File: src/rtl/dm_load_wb.sv
// M/W pipeline register downstream of a synchronous-read data memory.
// Aligns and extends loaded data, flags misaligned loads, and holds the read word across stalls.
module dm_load_wb #(
    parameter logic [31:0] RESET_PC = 32'h0000_3000
) (
    input  logic        Clk,
    input  logic        Reset,
    input  logic        Stall,
    input  logic        Flush,
    input  logic        M_Valid,
    input  logic [2:0]  M_LoadOp,
    input  logic [31:0] M_Addr,
    input  logic [31:0] M_AluRes,
    input  logic        M_RegWe,
    input  logic [4:0]  M_WAddr,
    input  logic [31:0] M_PC,
    input  logic [31:0] Dm_Dout,
    output logic        W_Valid,
    output logic        W_RegWe,
    output logic [4:0]  W_WAddr,
    output logic [31:0] W_WData,
    output logic [31:0] W_PC,
    output logic        W_AdEL
);

    typedef enum logic [2:0] {
        LD_NONE = 3'b000,
        LD_W    = 3'b001,
        LD_H    = 3'b010,
        LD_HU   = 3'b011,
        LD_B    = 3'b100,
        LD_BU   = 3'b101
    } load_op_e;

    logic        valid_q,     valid_d;
    load_op_e    load_op_q,   load_op_d;
    logic [31:0] alu_res_q,   alu_res_d;
    logic [4:0]  waddr_q,     waddr_d;
    logic        reg_we_q,    reg_we_d;
    logic [31:0] pc_q,        pc_d;
    logic [1:0]  addr_lo_q,   addr_lo_d;
    logic        hold_q,      hold_d;
    logic [31:0] hold_data_q, hold_data_d;

    load_op_e    m_op;
    logic [31:0] rd;
    logic [7:0]  rd_byte;
    logic [15:0] rd_half;
    logic [31:0] load_data;
    logic        ad_el;

    // Unknown encodings and bubbles both collapse to "no load".
    always_comb begin
        case (M_LoadOp)
            3'b001:  m_op = LD_W;
            3'b010:  m_op = LD_H;
            3'b011:  m_op = LD_HU;
            3'b100:  m_op = LD_B;
            3'b101:  m_op = LD_BU;
            default: m_op = LD_NONE;
        endcase
        if (!M_Valid) m_op = LD_NONE;
    end

    always_comb begin
        // NOTE: every _d starts at its _q value so no path leaves a latch behind.
        valid_d     = valid_q;
        load_op_d   = load_op_q;
        alu_res_d   = alu_res_q;
        waddr_d     = waddr_q;
        reg_we_d    = reg_we_q;
        pc_d        = pc_q;
        addr_lo_d   = addr_lo_q;
        hold_d      = hold_q;
        hold_data_d = hold_data_q;

        if (Stall) begin
            // The dm output is only guaranteed in the load's first W cycle; snapshot it once.
            if (!hold_q && valid_q && load_op_q != LD_NONE) begin
                hold_d      = 1'b1;
                hold_data_d = Dm_Dout;
            end
        end else if (Flush) begin
            valid_d     = 1'b0;
            load_op_d   = LD_NONE;
            alu_res_d   = '0;
            waddr_d     = '0;
            reg_we_d    = 1'b0;
            pc_d        = RESET_PC;
            addr_lo_d   = '0;
            hold_d      = 1'b0;
            hold_data_d = '0;
        end else begin
            valid_d   = M_Valid;
            load_op_d = m_op;
            alu_res_d = M_AluRes;
            waddr_d   = M_WAddr;
            reg_we_d  = M_RegWe;
            pc_d      = M_PC;
            addr_lo_d = M_Addr[1:0];
            hold_d    = 1'b0;
        end
    end

    always_ff @(posedge Clk or posedge Reset) begin
        if (Reset) begin
            valid_q     <= 1'b0;
            load_op_q   <= LD_NONE;
            alu_res_q   <= '0;
            waddr_q     <= '0;
            reg_we_q    <= 1'b0;
            pc_q        <= RESET_PC;
            addr_lo_q   <= '0;
            hold_q      <= 1'b0;
            hold_data_q <= '0;
        end else begin
            // NOTE: non-blocking so every flop samples pre-edge values of its peers.
            valid_q     <= valid_d;
            load_op_q   <= load_op_d;
            alu_res_q   <= alu_res_d;
            waddr_q     <= waddr_d;
            reg_we_q    <= reg_we_d;
            pc_q        <= pc_d;
            addr_lo_q   <= addr_lo_d;
            hold_q      <= hold_d;
            hold_data_q <= hold_data_d;
        end
    end

    assign rd      = hold_q ? hold_data_q : Dm_Dout;
    assign rd_half = addr_lo_q[1] ? rd[31:16] : rd[15:0];

    always_comb begin
        case (addr_lo_q)
            2'd0:    rd_byte = rd[7:0];
            2'd1:    rd_byte = rd[15:8];
            2'd2:    rd_byte = rd[23:16];
            default: rd_byte = rd[31:24];
        endcase
    end

    always_comb begin
        case (load_op_q)
            LD_W:    load_data = rd;
            LD_H:    load_data = {{16{rd_half[15]}}, rd_half};
            LD_HU:   load_data = {16'h0000, rd_half};
            LD_B:    load_data = {{24{rd_byte[7]}}, rd_byte};
            LD_BU:   load_data = {24'h000000, rd_byte};
            default: load_data = alu_res_q;
        endcase
    end

    always_comb begin
        ad_el = 1'b0;
        if (valid_q) begin
            case (load_op_q)
                LD_W:        ad_el = (addr_lo_q != 2'd0);
                LD_H, LD_HU: ad_el = addr_lo_q[0];
                default:     ad_el = 1'b0;
            endcase
        end
    end

    assign W_Valid = valid_q;
    assign W_WAddr = waddr_q;
    assign W_PC    = pc_q;
    assign W_AdEL  = ad_el;
    assign W_WData = ad_el ? 32'h0000_0000 : load_data;
    assign W_RegWe = valid_q & reg_we_q & (waddr_q != 5'd0) & ~ad_el;

endmodule

File: config.mk
export PLATFORM = sky130hd
export DESIGN_NAME = dm_load_wb
export DESIGN_NICKNAME = d
export VERILOG_FILES = /design/src/rtl/dm_load_wb.sv
export SDC_FILE = /design/constraint.sdc
export NUM_CORES = 1
export LEC_CHECK = 0
export ABC_AREA = 1
export CAP_MARGIN = 20
export CORE_UTILIZATION = 25
export CTS_CLUSTER_DIAMETER = 50
export DETAILED_ROUTE_END_ITERATION = 8
export PLACE_DENSITY_LB_ADDON = 0.3
export SLEW_MARGIN = 25
export SYNTH_ARGS = -nofsm -noshare
export SYNTH_HDL_FRONTEND = slang
export SYNTH_SLANG_ARGS = --single-unit
File: constraint.sdc
create_clock -name Clk -period 8.7 [get_ports Clk]
set_input_delay 1.74 -clock Clk [delete_from_list [all_inputs] [get_ports Clk]]
set_output_delay 1.74 -clock Clk [all_outputs]
set_load 0.03 [all_outputs]
==> flow_summary.json, run 1 <==
{
  "ys_seq_area_share_pct": 49.57,
  "clkSlewWorstSetupHoldPaths_ns": 0.08,
  "dr.pass1.iters": 5,
  "crit_path_cell_trace": "clkdlybuf4s50_1 > inv_1 > o21ai_0 > nand2_1 > o21ai_0 > nand2_1 > a31oi_1 > clkdlybuf4s50_1",
  "switching_share_pct": 32.72,
  "final_common_cell": "clkdlybuf4s50_1",
  "dp.cells": 1087,
  "p_clk_share_pct": 31.9,
  "seqPwrFrac_pct": 42.4,
  "grt_pass1_vias": 5071,
  "finalCriticalPeriod_ns": 5.792,
  "drv_cap": 0,
  "cts_buffers": 9,
  "antenna_found_initial": 2,
  "post_cts_buffers": 0,
  "fmax_mhz": 172.7,
  "clockRootBuffer": "clkbuf_16",
  "start_util_pct": 25.87,
  "netlist.area_leader.share_pct": 48.61,
  "critPathLaunch": "Dm_Dout[27]",
  "cts_resized": 0,
  "drive_above_1_share_pct": 6.159,
  "rows": 53,
  "drt-vias-per-instance": 4.592,
  "numPortBuffers": 183,
  "combPwrFrac_pct": 25.8,
  "period_share_pct": 66.57,
  "synth_enable_flop_cells": 0,
  "dr_total_vias": 5070,
  "grt_max_degree": 70,
  "grt_setup_unrepaired": "no",
  "netlist_top_cells_area": "dfrtp_1 49%, o21ai_0 10%, nand2_1 8.0%",
  "drc": 0,
  "place.gp.congestion": 0.8620,
  "fill_cells": 2191,
  "yosys_warnings": 0,
  "vdd_ir_drop_max_v": 0.00008676,
  "cell_internal_pwr_mw": 0.8963,
  "yosysTopAreaCell": "dfrtp_1",
  "htree_levels": 3,
  "yosys_most_used_dff": "dfrtp_1",
  "synth_nets": 809,
  "rrSetupSlack_ns": 6.50,
  "drt_iter0_markers": 330,
  "p_switching_mw": 0.4360,
  "area.sequential_um2": 2730,
  "finalNetCount": 968,
  "reg2reg_from": "hold_q",
  "synth_cell_types": 33,
  "ios": 214,
  "power_density_nw_per_um2": 169.7,
  "insertion_delay_ns": 0.36,
  "max_stage_delay_ns": 0.71,
  "worstMarginPinSlew_ns": 0.9221,
  "wirelength_um": 18260,
  "synth_cells": 664,
  "finalClockSkew_ns": 0.005836,
  "die_y_um": 150.4,
  "drv_slew": 0,
  "syn2layout_area_growth_pct": 42.57,
  "critPathSlowestCell": "clkdlybuf4s50_1",
  "layout.cells.non_filler": 1104,
  "start_kind": "input port",
  "crit_path_end": "W_WData[11]",
  "critical_path.max_fanout": 2,
  "hold_violations": 0,
  "crit_type": "input port to output pin",
  "syn_area_um2": 5508,
  "cts_tree": "done",
  "ys_seq_elements": 109,
  "setup_viol": 0,
  "ant_nets": 0,
  "grt_overflow": 0,
  "hold_path_class": "register to register",
  "status": "finished clean",
  "r2r_end": "hold_data_q[6]",
  "path_depth": 8,
  "grt_pass1_wl_um": 28270,
  "cp-end-kind": "output pin",
  "async_flop_share_pct": 100.0,
  "critPathTopFamily": "buffers and inverters",
  "drt-wirelength-per-cell_um": 16.54,
  "fp.dieW_um": 150.4,
  "core-area_um2": 21290,
  "clk_path_buf_depth": 2,
  "worst_ep_arrival_time_ns": 4.05,
  "p_leak_nw": 3.467,
  "cts.sinks": 109,
  "critPathBufInv": 3,
  "hpwlAfterDp_um": 13250,
  "rr_worst_depth": 6,
  "multi_input_area_um2": 2276,
  "ctsHoldBuffers": 0,
  "layout.cells.most_common_list": "182 x clkdlybuf4s50_1, 118 x nand2_1, 113 x o21ai_0",
  "fin_setup_tns_ns": 0,
  "die_area_um2": 22630,
  "worst_ep_required_time_ns": 6.96,
  "track_usage_pct": 16.74,
  "slew_headroom_pct": 38.38,
  "syn_area_per_cell_um2": 8.295
}
[state kept, by name (all words and copies together), names as in the netlist]
signal,flops
W_PC,32
W_Valid,1
W_WAddr,5
addr_lo_q,2
alu_res_q,32
hold_data_q,32
hold_q,1
load_op_q,3
reg_we_q,1
[how the worst min path moves through the flow]
stage               startpoint               to  slack (ns)  depth (start not counted)
6_report         alu_res_q[12]    alu_res_q[12]        0.51                          1
5_1_grt               W_PC[26]         W_PC[26]        0.53                          1
4_1_cts          alu_res_q[15]    alu_res_q[15]        0.51                          1
3_5_place_dp     alu_res_q[15]    alu_res_q[15]        0.49                          1
3_3_place_gp     alu_res_q[12]    alu_res_q[12]        0.49                          1
2_1_floorplan  hold_data_q[10]  hold_data_q[10]        0.47                          2
[power groups by stage]
stage | registers (mW) | clock network (mW) | logic [mW]
5_1_grt | 0.569 | 0.458 | 0.371
3_5_place_dp | 0.574 | 0 | 0.347
3_3_place_gp | 0.574 | 0 | 0.346
6_report | 0.564 | 0.425 | 0.343
4_1_cts | 0.565 | 0.439 | 0.348
2_1_floorplan | 0.596 | 0 | 0.162
[final cells by class]
| class | instances | share of cell area [%] |
|---|---|---|
| antenna | 1 | 0.03187 |
| inverter | 86 | 4.143 |
| sequential | 109 | 34.77 |
| clock inverter | 7 | 0.9879 |
| clock buffer | 9 | 2.868 |
| timing repair buffer | 189 | 23.84 |
| tap | 275 | 4.382 |
| multi-input combinational | 428 | 28.98 |
[layer usage]
metal	global-route usage, %	routed length [um]	share of wire [%]
met1	21.52	8055	44
met3	5.909	1657	9.1
met5	0	0	0
met2	24.86	7980	44
met4	8.030	567	3.1
[Yosys cell counts, types with 3 or more instances]
master,count
nand2_1,118
a31oi_1,6
nand2_4,3
nor2_1,38
ha_1,3
nand3_1,55
dfrtp_1,107
nor3_1,4
inv_1,79
nand3_2,3
a21oi_2,10
o21ai_0,113
o21ai_1,4
a22o_1,49
clkbuf_1,25
inv_2,5
a21oi_1,12
buf_2,10
[cells by family after synthesis]
family | count (synthesis) | synth area share, %
mux | 1 | 0.1817
fa+ha+maj | 3 | 0.6816
compound gates | 199 | 22.51
simple gates | 225 | 17.81
flops | 109 | 49.57
buf+inv | 127 | 9.246
[per-stage QoR]
step	util, %	area (um2)	total power, mW	setup WS [ns]	hold slack [ns]
after floorplan	-	5508	0.7578	4.089	0.4726
after global routing	36.88	7850	1.399	2.672	0.5286
after CTS	36.88	7850	1.352	2.928	0.5143
after global placement	35.46	7547	0.9193	2.937	0.4886
final	36.89	7853	1.332	2.908	0.5122
after detailed placement	35.46	7547	0.9205	2.934	0.4946
[worst reg2reg max path: cells and delay by family (launching register included)]
family	cells	cell delay (ns)
and+or+nand+nor	3	0.64
buffers and inverters	2	0.68
DFF	1	0.69
AOI/OAI and AO/OA	1	0.08
Note: power is estimated with default switching activity, not from simulation.
==> run 2: changes to the inputs <==
clock period = 4.8 ns   (was 8.7 ns; I/O delays follow)
==> flow_summary.json, run 2 (same netlist as run 1, synthesis figures left out) <==
{
  "dp.cells": 1091,
  "grt_max_degree": 67,
  "drive_above_1_share_pct": 6.611,
  "clockRootBuffer": "clkbuf_16",
  "cts_tree": "done",
  "status": "finished clean",
  "fp.dieW_um": 150.4,
  "critPathBufInv": 2,
  "fin_setup_tns_ns": 0,
  "start_kind": "input port",
  "ant_nets": 0,
  "rrSetupSlack_ns": 2.31,
  "ctsHoldBuffers": 0,
  "antenna_found_initial": 2,
  "cts.sinks": 109,
  "drv_cap": 0,
  "crit_type": "input port to output pin",
  "drt-vias-per-instance": 4.613,
  "finalClockSkew_ns": 0.006649,
  "drt-wirelength-per-cell_um": 16.52,
  "worst_ep_arrival_time_ns": 3.27,
  "worst_slack_ns": 0.5698,
  "hold_path_class": "register to register",
  "crit_top_cell": "nand2_1",
  "htree_levels": 3,
  "dr.pass1.iters": 4,
  "grt_setup_unrepaired": "no",
  "clkSlewWorstSetupHoldPaths_ns": 0.07,
  "ios": 214,
  "dp_slack_ns": 0.5832,
  "layout.cells.most_common_list": "182 x clkdlybuf4s50_1, 118 x nand2_1, 113 x o21ai_0",
  "post_cts_buffers": 0,
  "core-area_um2": 21290,
  "drv_slew": 0,
  "wirelength_um": 18290,
  "start_util_pct": 25.87,
  "crit_path_cell_trace": "clkdlybuf4s50_1 > nand2_1 > nand3_2 > nand2_1 > nand2_1 > nand3_4 > nand2_2 > nand2_4 > a21oi_1 > clkdlybuf4s50_1",
  "hpwlAfterDp_um": 13610,
  "finalCriticalPeriod_ns": 4.230,
  "dr_total_vias": 5107,
  "critPathSlowestCell": "clkdlybuf4s50_1",
  "die_y_um": 150.4,
  "clk_path_buf_depth": 2,
  "grt_pass1_vias": 5112,
  "syn2layout_area_growth_pct": 43.59,
  "worst_ep_required_time_ns": 3.84,
  "numPortBuffers": 183,
  "vdd_ir_drop_max_v": 0.0001625,
  "power_density_nw_per_um2": 309.5,
  "insertion_delay_ns": 0.35,
  "max_stage_delay_ns": 0.71,
  "rows": 53,
  "drc": 0,
  "grt_overflow": 0,
  "layout.cells.non_filler": 1107,
  "setup_viol": 0,
  "place.gp.congestion": 0.8975,
  "p_leak_nw": 3.491,
  "fin_util_pct": 37.15,
  "n_antenna_cell": 0,
  "drt_iter0_markers": 251,
  "track_usage_pct": 16.69,
  "final_common_cell": "clkdlybuf4s50_1",
  "finalNetCount": 972,
  "period_share_pct": 88.13,
  "critPathTopFamily": "buffers and inverters",
  "critical_path.max_fanout": 16,
  "hold_violations": 0,
  "cp-end-kind": "output pin",
  "slew_headroom_pct": 41.35,
  "cts_buffers": 9,
  "cts_resized": 0,
  "worstMarginPinSlew_ns": 0.8777,
  "fmax_mhz": 236.4,
  "die_area_um2": 22630,
  "grt_pass1_wl_um": 28330
}
-- run 2: worst paths after layout --
| check | cells after the start | endpoint | from |
|---|---|---|---|
| max in group asynchronous | 3 | W_PC[12] | Reset |
| worst max register to register | 5 | hold_data_q[3] | hold_q |
| worst min-delay path | 1 | alu_res_q[10] | alu_res_q[10] |
| worst min register to register | 1 | alu_res_q[10] | alu_res_q[10] |
| min in group asynchronous | 2 | W_PC[23] | Reset |
| worst max-delay path | 10 | W_WData[16] | Dm_Dout[7] |
-- run 2: cell type report --
class	count	area, um2
well taps	275	344.1
multi-input cells	428	2276
flip-flops and latches	109	2730
inverters	86	325.3
fillers	2205	13380
repair buffers	193	1927
clock buffers	9	225.2
clock inverters	7	81.33
-- run 2: per-layer routing --
metal / share of wire [%] / global-route usage, % / wire length (um) / vias to the layer above
met5: 0.071 / 0 / 13 / -
li1: - / - / - / 2538
met4: 2.2 / 6.212 / 399 / 2
met3: 8.0 / 5.576 / 1472 / 25
met1: 45 / 21.68 / 8268 / 2385
met2: 44 / 25.58 / 8138 / 157
-- run 2: power by group --
part | internal (mW) | switching [mW] | leakage (nW)
Combinational | 0.275 | 0.354 | 1.91
Sequential | 0.984 | 0.0401 | 1.44
Clock | 0.413 | 0.382 | 0.141
Total | 1.67 | 0.776 | 3.49
-- run 2: stage by stage --
stage / total power [mW] / hold slack (ns) / instance area (um2)
floorplan: 1.374 / 0.4726 / 5508
detailed placement: 1.675 / 0.4952 / 7602
CTS: 2.480 / 0.5128 / 7909
global placement: 1.672 / 0.4881 / 7602
finish: 2.448 / 0.5068 / 7909
global route: 2.566 / 0.5164 / 7909
